$ cat src/rtl/qam16_pkg.sv
// -----------------------------------------------------------------------------
// qam16_pkg
// Constants shared by the 16-QAM mapper and demapper:
//   - Gray codes for one 2-bit constellation field (I or Q axis)
//   - FSM state encoding of the mapper
//   - symbol sample width
// -----------------------------------------------------------------------------
package qam16_pkg;

  // Width of one signed I or Q sample.
  localparam int SYM_W = 8;

  // Gray-coded 2-bit field -> constellation level. Neighbouring levels
  // differ in one bit, so a one-level slicer error costs a single bit.
  localparam logic [1:0] GRAY_NEG3 = 2'b00;
  localparam logic [1:0] GRAY_NEG1 = 2'b01;
  localparam logic [1:0] GRAY_POS1 = 2'b11;
  localparam logic [1:0] GRAY_POS3 = 2'b10;

  typedef enum logic {
    ST_IDLE = 1'b0,
    ST_RUN  = 1'b1
  } state_e;

endpackage

$ cat src/rtl/qam16_mapper_if.sv
// -----------------------------------------------------------------------------
// qam16_mapper_if
// Bus between the nibble source / symbol sink and the mapper.
//
// Handshake: there is no ready. A nibble is taken on every rising sclk edge
// where write=1 and full=0; a write while full=1 is dropped and sets the
// sticky overflow flag. On the output side valid=1 marks I_out/Q_out as a
// data symbol; the sink samples them once per symbol period and cannot
// stall the mapper.
//
// Signals:
//   enable      source -> mapper  symbol divider run / freeze
//   data_in[4]  source -> mapper  nibble, [3:2] = I field, [1:0] = Q field
//   write       source -> mapper  push data_in
//   full        mapper -> source  FIFO full
//   overflow    mapper -> source  sticky dropped-write flag
//   I_out/Q_out mapper -> sink    signed levels
//   valid       mapper -> sink    I_out/Q_out carry a data symbol
//   busy        mapper -> sink    FSM in RUN
//   complete    mapper -> sink    one-cycle end-of-burst pulse
//   dbg_state   mapper -> observer FSM state
//   dbg_div     mapper -> observer symbol divider value (zero-extended)
// -----------------------------------------------------------------------------
interface qam16_mapper_if;
  import qam16_pkg::*;

  logic             enable;
  logic [3:0]       data_in;
  logic             write;
  logic             full;
  logic             overflow;
  logic [SYM_W-1:0] I_out;
  logic [SYM_W-1:0] Q_out;
  logic             valid;
  logic             busy;
  logic             complete;
  state_e           dbg_state;
  logic [7:0]       dbg_div;

  modport master (
    output enable, data_in, write,
    input  full, overflow, I_out, Q_out, valid, busy, complete,
           dbg_state, dbg_div
  );

  modport slave (
    input  enable, data_in, write,
    output full, overflow, I_out, Q_out, valid, busy, complete,
           dbg_state, dbg_div
  );

endinterface

$ cat src/rtl/qam16_sym_fifo.sv
// -----------------------------------------------------------------------------
// qam16_sym_fifo
// Synchronous nibble FIFO with occupancy count. Read data is the current
// head entry (show-ahead); a pop advances to the next entry. A push into an
// empty FIFO becomes visible only on the following cycle.
//
// Ports:
//   sclk, reset_n      clock, async active-low reset
//   push_i, wr_data_i  write request and data (ignored while full)
//   pop_i              read request (ignored while empty)
//   rd_data_o          head entry
//   count_o            occupancy, 0..DEPTH
//   full_o, empty_o    occupancy flags
// -----------------------------------------------------------------------------
module qam16_sym_fifo #(
  parameter int DEPTH = 16
) (
  input  logic                     sclk,
  input  logic                     reset_n,
  input  logic                     push_i,
  input  logic [3:0]               wr_data_i,
  input  logic                     pop_i,
  output logic [3:0]               rd_data_o,
  output logic [$clog2(DEPTH):0]   count_o,
  output logic                     full_o,
  output logic                     empty_o
);

  localparam int AW    = $clog2(DEPTH);
  localparam int CNT_W = AW + 1;

  logic [3:0]       mem_q [DEPTH];
  logic [AW-1:0]    wr_ptr_q;
  logic [AW-1:0]    rd_ptr_q;
  logic [CNT_W-1:0] count_q;
  logic             push_ok;
  logic             pop_ok;

  assign full_o    = (count_q == CNT_W'(DEPTH));
  assign empty_o   = (count_q == '0);
  assign push_ok   = push_i && !full_o;
  assign pop_ok    = pop_i && !empty_o;
  assign rd_data_o = mem_q[rd_ptr_q];
  assign count_o   = count_q;

  // Storage needs no reset: an entry is only read after it was written.
  always_ff @(posedge sclk) begin
    if (push_ok) begin
      mem_q[wr_ptr_q] <= wr_data_i;
    end
  end

  // DEPTH is a power of two, so the pointers wrap by plain overflow.
  always_ff @(posedge sclk or negedge reset_n) begin
    if (!reset_n) begin
      wr_ptr_q <= '0;
      rd_ptr_q <= '0;
      count_q  <= '0;
    end else begin
      if (push_ok) wr_ptr_q <= wr_ptr_q + AW'(1);
      if (pop_ok)  rd_ptr_q <= rd_ptr_q + AW'(1);
      case ({push_ok, pop_ok})
        2'b10:   count_q <= count_q + CNT_W'(1);
        2'b01:   count_q <= count_q - CNT_W'(1);
        default: count_q <= count_q;
      endcase
    end
  end

endmodule

$ cat src/rtl/qam16_mapper.sv
// -----------------------------------------------------------------------------
// qam16_mapper
// 16-QAM transmit mapper. Nibbles are buffered in a FIFO; once START_LEVEL
// nibbles are queued, one nibble per symbol period is turned into a
// Gray-coded signed I/Q pair. The burst ends when the FIFO is found empty
// at a symbol tick, which pulses complete for one cycle.
//
// Ports:
//   sclk     system clock, rising edge
//   reset_n  async active-low reset
//   bus      qam16_mapper_if.slave (data in, flags, I/Q out, debug)
//
// Parameters:
//   DEPTH        FIFO depth in nibbles (power of 2, >= 4)
//   SYM_DIV      clock cycles per symbol period (2..256)
//   AMP          inner level; outer level is 3*AMP (3*AMP <= 127)
//   START_LEVEL  FIFO occupancy needed to start a burst (1..DEPTH)
// -----------------------------------------------------------------------------
module qam16_mapper
  import qam16_pkg::*;
#(
  parameter int DEPTH       = 16,
  parameter int SYM_DIV     = 4,
  parameter int AMP         = 32,
  parameter int START_LEVEL = 4
) (
  input  logic           sclk,
  input  logic           reset_n,
  qam16_mapper_if.slave  bus
);

  localparam int DIV_W = $clog2(SYM_DIV);
  localparam int CNT_W = $clog2(DEPTH) + 1;

  localparam logic [SYM_W-1:0] LVL_NEG3 = SYM_W'(-3 * AMP);
  localparam logic [SYM_W-1:0] LVL_NEG1 = SYM_W'(-AMP);
  localparam logic [SYM_W-1:0] LVL_POS1 = SYM_W'(AMP);
  localparam logic [SYM_W-1:0] LVL_POS3 = SYM_W'(3 * AMP);

  function automatic logic [SYM_W-1:0] gray_level(input logic [1:0] code);
    logic [SYM_W-1:0] lvl;
    lvl = '0;
    case (code)
      GRAY_NEG3: lvl = LVL_NEG3;
      GRAY_NEG1: lvl = LVL_NEG1;
      GRAY_POS1: lvl = LVL_POS1;
      GRAY_POS3: lvl = LVL_POS3;
      default:   lvl = '0;
    endcase
    return lvl;
  endfunction

  logic [DIV_W-1:0] div_q;
  logic [DIV_W-1:0] div_d;
  logic             tick;
  logic             push;
  logic             pop;
  logic [3:0]       head;
  logic [CNT_W-1:0] count;
  logic             fifo_full;
  logic             fifo_empty;

  state_e           state_q;
  logic [SYM_W-1:0] i_q;
  logic [SYM_W-1:0] q_q;
  logic             valid_q;
  logic             complete_q;
  logic             overflow_q;

  assign tick  = bus.enable && (div_q == DIV_W'(SYM_DIV - 1));
  assign div_d = tick ? '0 : div_q + DIV_W'(1);
  assign push  = bus.write && !fifo_full;

  // Pop decisions use the registered count, so a nibble written this cycle
  // cannot be popped in the same cycle.
  always_comb begin
    pop = 1'b0;
    if (tick) begin
      if (state_q == ST_IDLE) pop = (count >= CNT_W'(START_LEVEL));
      else                    pop = !fifo_empty;
    end
  end

  qam16_sym_fifo #(
    .DEPTH (DEPTH)
  ) u_fifo (
    .sclk      (sclk),
    .reset_n   (reset_n),
    .push_i    (push),
    .wr_data_i (bus.data_in),
    .pop_i     (pop),
    .rd_data_o (head),
    .count_o   (count),
    .full_o    (fifo_full),
    .empty_o   (fifo_empty)
  );

  always_ff @(posedge sclk or negedge reset_n) begin
    if (!reset_n) begin
      div_q <= '0;
    end else if (bus.enable) begin
      div_q <= div_d;
    end
  end

  // Full is checked before this cycle's pop, so a write racing a pop on a
  // full FIFO is still dropped.
  always_ff @(posedge sclk or negedge reset_n) begin
    if (!reset_n) begin
      overflow_q <= 1'b0;
    end else if (bus.write && fifo_full) begin
      overflow_q <= 1'b1;
    end
  end

  // FSM with registered symbol outputs. Outputs change only on a tick, so
  // enable=0 freezes them; complete is a pulse and always self-clears.
  always_ff @(posedge sclk or negedge reset_n) begin
    if (!reset_n) begin
      state_q    <= ST_IDLE;
      i_q        <= '0;
      q_q        <= '0;
      valid_q    <= 1'b0;
      complete_q <= 1'b0;
    end else begin
      complete_q <= 1'b0;
      if (tick) begin
        if (pop) begin
          state_q <= ST_RUN;
          i_q     <= gray_level(head[3:2]);
          q_q     <= gray_level(head[1:0]);
          valid_q <= 1'b1;
        end else begin
          i_q     <= '0;
          q_q     <= '0;
          valid_q <= 1'b0;
          if (state_q == ST_RUN) begin
            state_q    <= ST_IDLE;
            complete_q <= 1'b1;
          end
        end
      end
    end
  end

  assign bus.full      = fifo_full;
  assign bus.overflow  = overflow_q;
  assign bus.I_out     = i_q;
  assign bus.Q_out     = q_q;
  assign bus.valid     = valid_q;
  assign bus.busy      = (state_q == ST_RUN);
  assign bus.complete  = complete_q;
  assign bus.dbg_state = state_q;
  assign bus.dbg_div   = 8'(div_q);

endmodule

$ cat src/flat_wrapper.sv
// flat-port wrapper written by rule: the top's interface ports become plain ports
module qam16_mapper_flat import qam16_pkg::*;
#(
  parameter int DEPTH       = 16,
  parameter int SYM_DIV     = 4,
  parameter int AMP         = 32,
  parameter int START_LEVEL = 4
)
  (sclk, reset_n, bus_enable, bus_data_in, bus_write, bus_full, bus_overflow, bus_I_out, bus_Q_out, bus_valid, bus_busy, bus_complete, bus_dbg_state, bus_dbg_div);
  qam16_mapper_if bus_i ();
  input  logic sclk;
  input  logic reset_n;
  input wire logic [$bits(bus_i.enable)-1:0] bus_enable;
  input wire logic [$bits(bus_i.data_in)-1:0] bus_data_in;
  input wire logic [$bits(bus_i.write)-1:0] bus_write;
  output wire logic [$bits(bus_i.full)-1:0] bus_full;
  output wire logic [$bits(bus_i.overflow)-1:0] bus_overflow;
  output wire logic [$bits(bus_i.I_out)-1:0] bus_I_out;
  output wire logic [$bits(bus_i.Q_out)-1:0] bus_Q_out;
  output wire logic [$bits(bus_i.valid)-1:0] bus_valid;
  output wire logic [$bits(bus_i.busy)-1:0] bus_busy;
  output wire logic [$bits(bus_i.complete)-1:0] bus_complete;
  output wire logic [$bits(bus_i.dbg_state)-1:0] bus_dbg_state;
  output wire logic [$bits(bus_i.dbg_div)-1:0] bus_dbg_div;
  assign bus_i.enable = bus_enable;
  assign bus_i.data_in = bus_data_in;
  assign bus_i.write = bus_write;
  assign bus_full = bus_i.full;
  assign bus_overflow = bus_i.overflow;
  assign bus_I_out = bus_i.I_out;
  assign bus_Q_out = bus_i.Q_out;
  assign bus_valid = bus_i.valid;
  assign bus_busy = bus_i.busy;
  assign bus_complete = bus_i.complete;
  assign bus_dbg_state = bus_i.dbg_state;
  assign bus_dbg_div = bus_i.dbg_div;
  qam16_mapper #(.DEPTH(DEPTH), .SYM_DIV(SYM_DIV), .AMP(AMP), .START_LEVEL(START_LEVEL)) u_core (.sclk(sclk), .reset_n(reset_n), .bus(bus_i));
endmodule
$ cat config.mk
export PLATFORM = sky130hd
export DESIGN_NAME = qam16_mapper_flat
export DESIGN_NICKNAME = d
export VERILOG_FILES = /design/src/rtl/qam16_pkg.sv /design/src/rtl/qam16_mapper_if.sv /design/src/rtl/qam16_sym_fifo.sv /design/src/rtl/qam16_mapper.sv /design/src/flat_wrapper.sv
export SDC_FILE = /design/constraint.sdc
export NUM_CORES = 1
export LEC_CHECK = 0
export CAP_MARGIN = 15
export CORE_ASPECT_RATIO = 1.4
export CORE_MARGIN = 2
export CORE_UTILIZATION = 40
export DETAILED_ROUTE_END_ITERATION = 16
export SETUP_SLACK_MARGIN = 0.3
export SLEW_MARGIN = 20
export SYNTH_ARGS = -nofsm -noshare
export SYNTH_HDL_FRONTEND = slang
export SYNTH_HIERARCHICAL = 1
export SYNTH_SLANG_ARGS = --single-unit
$ cat constraint.sdc
create_clock -name sclk -period 4 [get_ports sclk]
set_clock_uncertainty 0.2 [all_clocks]
set_input_delay 0.4 -clock sclk [delete_from_list [all_inputs] [get_ports sclk]]
set_output_delay 0.4 -clock sclk [all_outputs]
set_load 0.05 [all_outputs]
==> results of run 1 <==
## final cells by class
class,instances,area [sq um],share of cell area (%)
Clock buffer,11,233,5.21
Timing Repair Buffer,25,238,5.32
Multi-Input combinational cell,159,1270,28.4
Clock inverter,5,26.3,0.588
Inverter,16,60.1,1.34
Sequential cell,86,2470,55.3
Tap cell,135,169,3.78
## state kept, by name, summed over array words and instances, names as in the netlist
signal / flops
u_core/u_fifo/count_o: 5
u_core/u_fifo/wr_ptr_q: 4
u_core/u_fifo/rd_ptr_q: 4
u_core/bus.Q_out: 2
u_core/div_q: 2
u_core/bus.I_out: 3
u_core/bus.complete: 1
u_core/bus.overflow: 1
u_core/u_fifo/mem_q: 64
## where the power goes
part | internal [mW] | leakage (nW) | switching [mW] | total [mW]
clock | 0.414 | 0.118 | 0.318 | 0.732
combinational | 0.512 | 0.707 | 0.772 | 1.28
sequential | 1.13 | 0.847 | 0.167 | 1.30
## path summary, 6_finish.rpt
kind / from / to / slack, ps / cells after the start
worst max-delay path: u_core/u_fifo/count_o[1]$_DFFE_PN0P_ / u_core/u_fifo/count_o[4]$_DFFE_PN0P_ / 820 / 13
worst min-delay path: u_core/bus.overflow$_DFFE_PN0P_ / u_core/bus.overflow$_DFFE_PN0P_ / 250 / 1
worst max register to register: u_core/u_fifo/count_o[1]$_DFFE_PN0P_ / u_core/u_fifo/count_o[4]$_DFFE_PN0P_ / 820 / 13
worst min register to register: u_core/bus.overflow$_DFFE_PN0P_ / u_core/bus.overflow$_DFFE_PN0P_ / 250 / 1
max in group asynchronous: reset_n / u_core/bus.I_out[6]$_DFFE_PN0P_ / 2880 / 2
min in group asynchronous: reset_n / u_core/u_fifo/count_o[4]$_DFFE_PN0P_ / 370 / 2
## per-stage QoR
step / utilization (%) / worst slack [ps] / instances
2_1_floorplan: - / 755 / 295
3_3_place_gp: 42.9 / 801 / 420
3_5_place_dp: 42.9 / 792 / 420
4_1_cts: 45.6 / 794 / 436
5_1_grt: 45.6 / 539 / 437
6_report: 45.6 / 817 / 437
## worst reg2reg max path: cells and delay by family, from the launching register on
| kind | cells | cell delay, ps |
|---|---|---|
| AND/OR/NAND/NOR | 7 | 1380 |
| adder cells (fa/ha/maj) | 2 | 560 |
| flip-flops | 1 | 420 |
| AO/OA/AOI/OAI | 2 | 240 |
| buffers and inverters | 1 | 150 |
| XOR/XNOR | 1 | 130 |
## per-layer routing
metal	GRT usage (%)	vias to the layer above	wire (microns)
met4	7.10	0	238
li1	-	1013	-
met2	24.8	47	3760
met3	3.83	17	214
met1	16.2	1060	2840
met5	0	-	0
## placed cells by master (no fill, tap or decap), drive strengths merged, types with 2 or more instances in the layout
cell type / synthesis / layout
mux4: 8 / 8
clkinv: 0 / 3
clkbuf: 3 / 11
a21o: 2 / 2
a22oi: 4 / 4
nor2b: 4 / 4
inv: 16 / 16
a221oi: 4 / 4
nand3: 4 / 4
mux2: 7 / 7
nor2: 13 / 13
a21oi: 6 / 6
mux2i: 13 / 13
xnor2: 7 / 7
nor4: 2 / 2
conb: 1 / 16
clkinvlp: 0 / 2
dfrtp: 22 / 22
nor3: 5 / 5
edfxtp: 64 / 64
nand2b: 2 / 2
o211ai: 2 / 2
o32ai: 4 / 4
and2: 5 / 5
buf: 31 / 4
o21ai: 12 / 12
nand2: 16 / 16
ha: 14 / 14
xor2: 3 / 3
clkdlybuf4s50: 0 / 20
## cell families after synthesis
family | count (synthesis)
muxes | 28
other | 1
and+or+nand+nor | 54
buffers and inverters | 50
AOI/OAI and AO/OA | 36
adders and majority gates | 15
xor gates and xnor gates | 10
DFF | 86
==> metrics.md, run 1 <==
| Metric | Value |
|---|---|
| Synth Area in Simple Gates | `7.11%` |
| Top-area cell type share of the netlist area | `48.1%` |
| Post-synth top cells | `64 x edfxtp_1, 22 x dfrtp_1, 20 x buf_4` |
| Post-synth ARST share | `25.6%` |
| FP Rows | `43` |
| Final Setup Violations | `0` |
| Run status | `finished clean` |
| Top cells by area, synth | `edfxtp_1 48%, dfrtp_1 14%, ha_1 4.4%` |
| VDD IR max | `0.000196 V` |
| XOR/XNOR Fraction of Synth Area | `2.19%` |
| Clk Latency, worst-skew pair | `330 ps` |
| Kind of cell adding the most delay to the critical path | `simple AND/OR/NAND/NOR gates` |
| Clock Sink Count | `86` |
| Lkg Pwr | `1.67 nW` |
| Crit path largest cell delay | `420 ps` |
| Critical path required time | `4020 ps` |
| Layout fillers | `894` |
| Seq cells post-synth | `86` |
| Slew headroom | `53.7%` |
| Hold_ws | `253 ps` |
| Finished layout cell area | `4470 sq um` |
| Count leader, synth | `edfxtp_1` |
| Reg clk slew, reported paths | `60 ps` |
| Slowest CP cell | `dfrtp_1` |
| DRT Pass-1 Iters | `4` |
| Core ar. | `9790 sq um` |
| CP Class | `register to register` |
| CTS Hold Bufs | `0` |
| CP Buf/Inv Count | `1` |
| H-tree levels | `3` |
| Die H | `122 microns` |
| Syn Inst Count | `280` |
| Post-CTS repair timing setup buffer count | `0` |
| Post-DP HPWL | `4960 microns` |
| CP cell instances | `nor4_2 -> and2b_1 -> and2_4 -> nor3_1 -> nor2b_1 -> buf_4 -> ha_1 -> ha_1 -> nor2b_1 -> o21ai_1 -> a21oi_1 -> or3b_1 -> xnor2_1` |
| Total Neg Setup Slack | `0 ps` |
| Syn Area/Cell | `14.3 sq um` |
| Final hold vios | `0` |
| Crit path DAT | `3200 ps` |
| Total Power | `3.32 mW` |
| Startpoint Class | `register` |
| Final Cycle Share | `79.6%` |
| Vias/cell | `4.89` |
| Worst-Margin Slew | `689 ps` |
| Critical path fanouts, max | `7` |
| Maximum root-to-sink buffer count | `2` |
| Die ar. | `10800 sq um` |
| Max-slew violation count | `0` |
| Period minus WS final | `3180 ps` |
| Layout Nets | `320` |
| Die width | `88.5 microns` |
| Fmax | `314 MHz` |
| Starting density of the core | `40.8%` |
| Critical Path End Type | `register` |
| PostCTS Resize Cnt | `0` |
| Total track usage | `14.4%` |
| RSZ-0062 raised after global routing | `false` |
| Syn Std Cell Area | `4000 sq um` |
| Via count | `2137` |
| ANT nets after route | `0` |
| Initial DRC count | `89` |
| Drt drc | `0` |
| Multiplexer area fraction after synthesis | `10.0%` |
| Num CTS Buffers | `9` |
| Sequential area share after synthesis | `61.9%` |
| Vias in the first global route | `2267` |
| Max-Cap Viols | `0` |
| N_diodes | `0` |
| Yosys warns | `6` |
| Top FF cell, synth | `edfxtp_1` |
| Port Buffers | `21` |
| EDFF count, synth | `64` |
| P&R area growth vs syn | `11.9%` |
| Antenna violations before repair | `0` |
| Overflow after GRT | `0` |
| Largest net degree at the start of global routing | `28` |
| IO Count | `38` |
| Post-Synth Adder-Cell Area | `4.89%` |
| First-pass GRT wire length | `11400 microns` |
| Final WL | `7050 microns` |
| Largest family of logic cells by synthesized area | `multiplexers` |
| Drt wl/cell | `16.1 microns` |
| DP Area | `4210 sq um` |
| Pwr Density | `742 nW/um^2` |
| Hold WC Path Type | `register to register` |
| Compound-cell area share of the yosys netlist | `6.11%` |
| Root Driver | `clkbuf_16` |
| Share of cells above drive strength 1 | `10.6%` |
| Synth unique cells | `45` |
| CTS tree | `yes` |
| Cell taking the most area after synthesis | `edfxtp_1` |
| Global placer's final weighted congestion | `0.745` |
(Power assumes the default switching activity.)
==> inputs of run 2 (changes only) <==
==> constraint.sdc (replaced) <==
create_clock -name sclk -period 2.97 [get_ports sclk]
set_clock_uncertainty 0.2 [all_clocks]
set_input_delay 0.297 -clock sclk [delete_from_list [all_inputs] [get_ports sclk]]
set_output_delay 0.297 -clock sclk [all_outputs]
set_load 0.05 [all_outputs]
==> run 2 against run 1 <==
Sequential share of layout area is 2.8 points lower. Maximum frequency is 11% higher. Clock-buffer cell count rose by 1. Setup slack worse by 710 ps. Final cell count rose by 5.0%. Largest power group is now combinational cells. Highest routed layer unchanged.
==> metrics.md, run 2 (synthesis results as in run 1) <==
| Metric | Value |
|---|---|
| Run status | `finished clean` |
| Comb pwr share | `42.0%` |
| Worst slack, placed | `-82.0 ps` |
| CP Buf/Inv Count | `3` |
| Num CTS Buffers | `9` |
| Die H | `122 microns` |
| R2r worst-path depth | `14` |
| GR Util met3 | `3.70%` |
| Clock Sink Count | `86` |
| FP Rows | `43` |
| VDD IR max | `0.000351 V` |
| Maximum root-to-sink buffer count | `2` |
| Most common cell after layout, fill and taps aside | `edfxtp_1` |
| Crit. path cell count | `14` |
| Core ar. | `9790 sq um` |
| Reg clk slew, reported paths | `60 ps` |
| CP Class | `register to register` |
| IO Count | `38` |
| Overflow after GRT | `0` |
| RSZ-0062 raised after global routing | `true` |
| Max FFs per register | `64` |
| H-tree levels | `3` |
| Final Cycle Share | `96.2%` |
| Final WL | `7460 microns` |
| Flop-to-flop setup slack | `110 ps` |
| Clk network pwr share | `21.1%` |
| Vias in the first global route | `2300` |
| DRT Pass-1 Iters | `4` |
| Total track usage | `15.0%` |
| Worst Slack Setup Final | `112 ps` |
| Startpoint Class | `register` |
| Drt drc | `0` |
| Layout fillers | `876` |
| Crit path largest cell delay | `390 ps` |
| Layout Utilization | `48.2%` |
| P&R area growth vs syn | `18.0%` |
| Met2 GRT Util | `26.8%` |
| Sw Pwr | `1.75 mW` |
| First-pass GRT wire length | `11800 microns` |
| Crit path DAT | `2880 ps` |
| CTS tree | `yes` |
| Most used cell, CP | `inv_4` |
| Max-slew violation count | `0` |
| Worst-Margin Slew | `626 ps` |
| Hold WC Path Type | `primary input to asynchronous set/reset pin` |
| Critical path fanouts, max | `4` |
| Die width | `88.5 microns` |
| Final cell count without fillers | `459` |
| Multi-input gate area | `1320 sq um` |
| Critical Path End Type | `register` |
| Kind of cell adding the most delay to the critical path | `simple AND/OR/NAND/NOR gates` |
| Initial DRC count | `82` |
| Placed Cells | `434` |
| Clk Latency, worst-skew pair | `330 ps` |
| Slowest CP cell | `dfrtp_1` |
| CP cell instances | `nor4_2 -> nand2_1 -> clkinvlp_4 -> nor2b_1 -> and2_4 -> inv_4 -> ha_4 -> inv_4 -> fa_2 -> nor2b_2 -> o21ai_2 -> nand3_1 -> or3b_1 -> xnor2_1` |
| Vias/cell | `4.81` |
| Pwr Density | `995 nW/um^2` |
| Critical path required time | `2990 ps` |
| Period minus WS final | `2860 ps` |
| Global placer's final weighted congestion | `0.799` |
| Seq pwr share | `36.9%` |
| Max-Cap Viols | `0` |
| Via count | `2207` |
| Antenna violations before repair | `0` |
| Drt wl/cell | `16.3 microns` |
| CP endpoint | `u_core/u_fifo/count_o[4]$_DFFE_PN0P_` |
| Final Setup Violations | `0` |
| Sequential cell area | `2480 sq um` |
| Fmax | `350 MHz` |
| Sw Ratio | `37.3%` |
| Slew headroom | `58.2%` |
| Post-DP HPWL | `5010 microns` |
| Die ar. | `10800 sq um` |
| Largest net degree at the start of global routing | `28` |
| CP startpoint | `u_core/u_fifo/count_o[2]$_DFFE_PN0P_` |
| Lkg Pwr | `1.80 nW` |
| Port Buffers | `21` |
| FF-to-FF Start | `u_core/u_fifo/count_o[2]$_DFFE_PN0P_` |
| Layout Nets | `342` |
| Total Power | `4.69 mW` |
| Layer with the highest usage | `met2` |
| Root Driver | `clkbuf_16` |
| Final hold vios | `0` |
| Met1 usage | `16.7%` |
| Biggest register | `u_core/u_fifo/mem_q` |
| Starting density of the core | `40.8%` |
| Reg2reg end | `u_core/u_fifo/count_o[4]$_DFFE_PN0P_` |
| Share of cells above drive strength 1 | `21.6%` |
| Internal power | `2.94 mW` |
| Commonest non-fill, non-tap cells in the layout | `64 x edfxtp_1, 25 x buf_4, 20 x clkdlybuf4s50_1` |
| N_diodes | `0` |
| ANT nets after route | `0` |
==> run 2: worst min path at each step <==
stage	to	cells past startpoint	slack, ps	start
2_1_floorplan	u_core/bus.I_out[5]$_DFFE_PN0P_	0	-200	reset_n
6_report	u_core/u_fifo/count_o[4]$_DFFE_PN0P_	2	120	reset_n
5_1_grt	u_core/u_fifo/count_o[4]$_DFFE_PN0P_	2	150	reset_n
4_1_cts	u_core/u_fifo/rd_ptr_q[2]$_DFFE_PN0P_	2	130	reset_n
3_5_place_dp	u_core/bus.overflow$_DFFE_PN0P_	1	260	u_core/bus.overflow$_DFFE_PN0P_
3_3_place_gp	u_core/bus.overflow$_DFFE_PN0P_	1	250	u_core/bus.overflow$_DFFE_PN0P_
==> run 2: area by class of cell <==
type,instances,area share (%)
timing repair buffer,47,8.91
sequential,86,52.5
inverter,16,1.46
clock inverter,4,0.504
multi-input combinational,159,28.0
clock buffer,12,5.01
tap,135,3.58
==> run 2: through the flow <==
step | hold slack [ps] | cell area [sq um] | setup TNS (ps)
after global routing | 153 | 4720 | -9.51
final | 125 | 4720 | 0
after CTS | 133 | 4680 | 0
after global placement | 253 | 4350 | -40.8
after floorplan | -199 | 4080 | -79.7
after detailed placement | 259 | 4350 | -82.0
==> run 2: metal layers <==
| layer | vias to the layer above | share of wire, % |
|---|---|---|
| met4 | 0 | 2.0 |
| li1 | 1058 | - |
| met2 | 43 | 54 |
| met3 | 11 | 3.1 |
| met5 | - | 0 |
| met1 | 1095 | 41 |
==> run 2: repair_timing <==
| action | in CTS | in global routing |
|---|---|---|
| endpoints found under the setup margin | 1 | 6 |
| pin swaps | 8 | 8 |
| gates resized for setup | 6 | 6 |
| hold buffers | 0 | 0 |
| gates cloned | 0 | 0 |
| buffers inserted | 6 | 3 |
==> run 2: power groups by stage <==
stage / Sequential [mW] / Combinational, mW / Clock, mW
after floorplan: 1.86 / 1.30 / 0
after global placement: 1.75 / 1.87 / 0
after detailed placement: 1.75 / 1.90 / 0
after CTS: 1.73 / 1.96 / 1.02
after global routing: 1.76 / 2.16 / 1.07
final: 1.73 / 1.97 / 0.989
==> inputs of run 3 (changes only) <==
--- a/config.mk
+++ b/config.mk
@@ -11,6 +11,7 @@
 export CORE_UTILIZATION = 40
 export DETAILED_ROUTE_END_ITERATION = 16
 export SETUP_SLACK_MARGIN = 0.3
+export SKIP_LAST_GASP = 1
 export SLEW_MARGIN = 20
 export SYNTH_ARGS = -nofsm -noshare
 export SYNTH_HDL_FRONTEND = slang
==> results of run 3 <==
No change in the layout: final DEF, timing and power equal those of run 2.
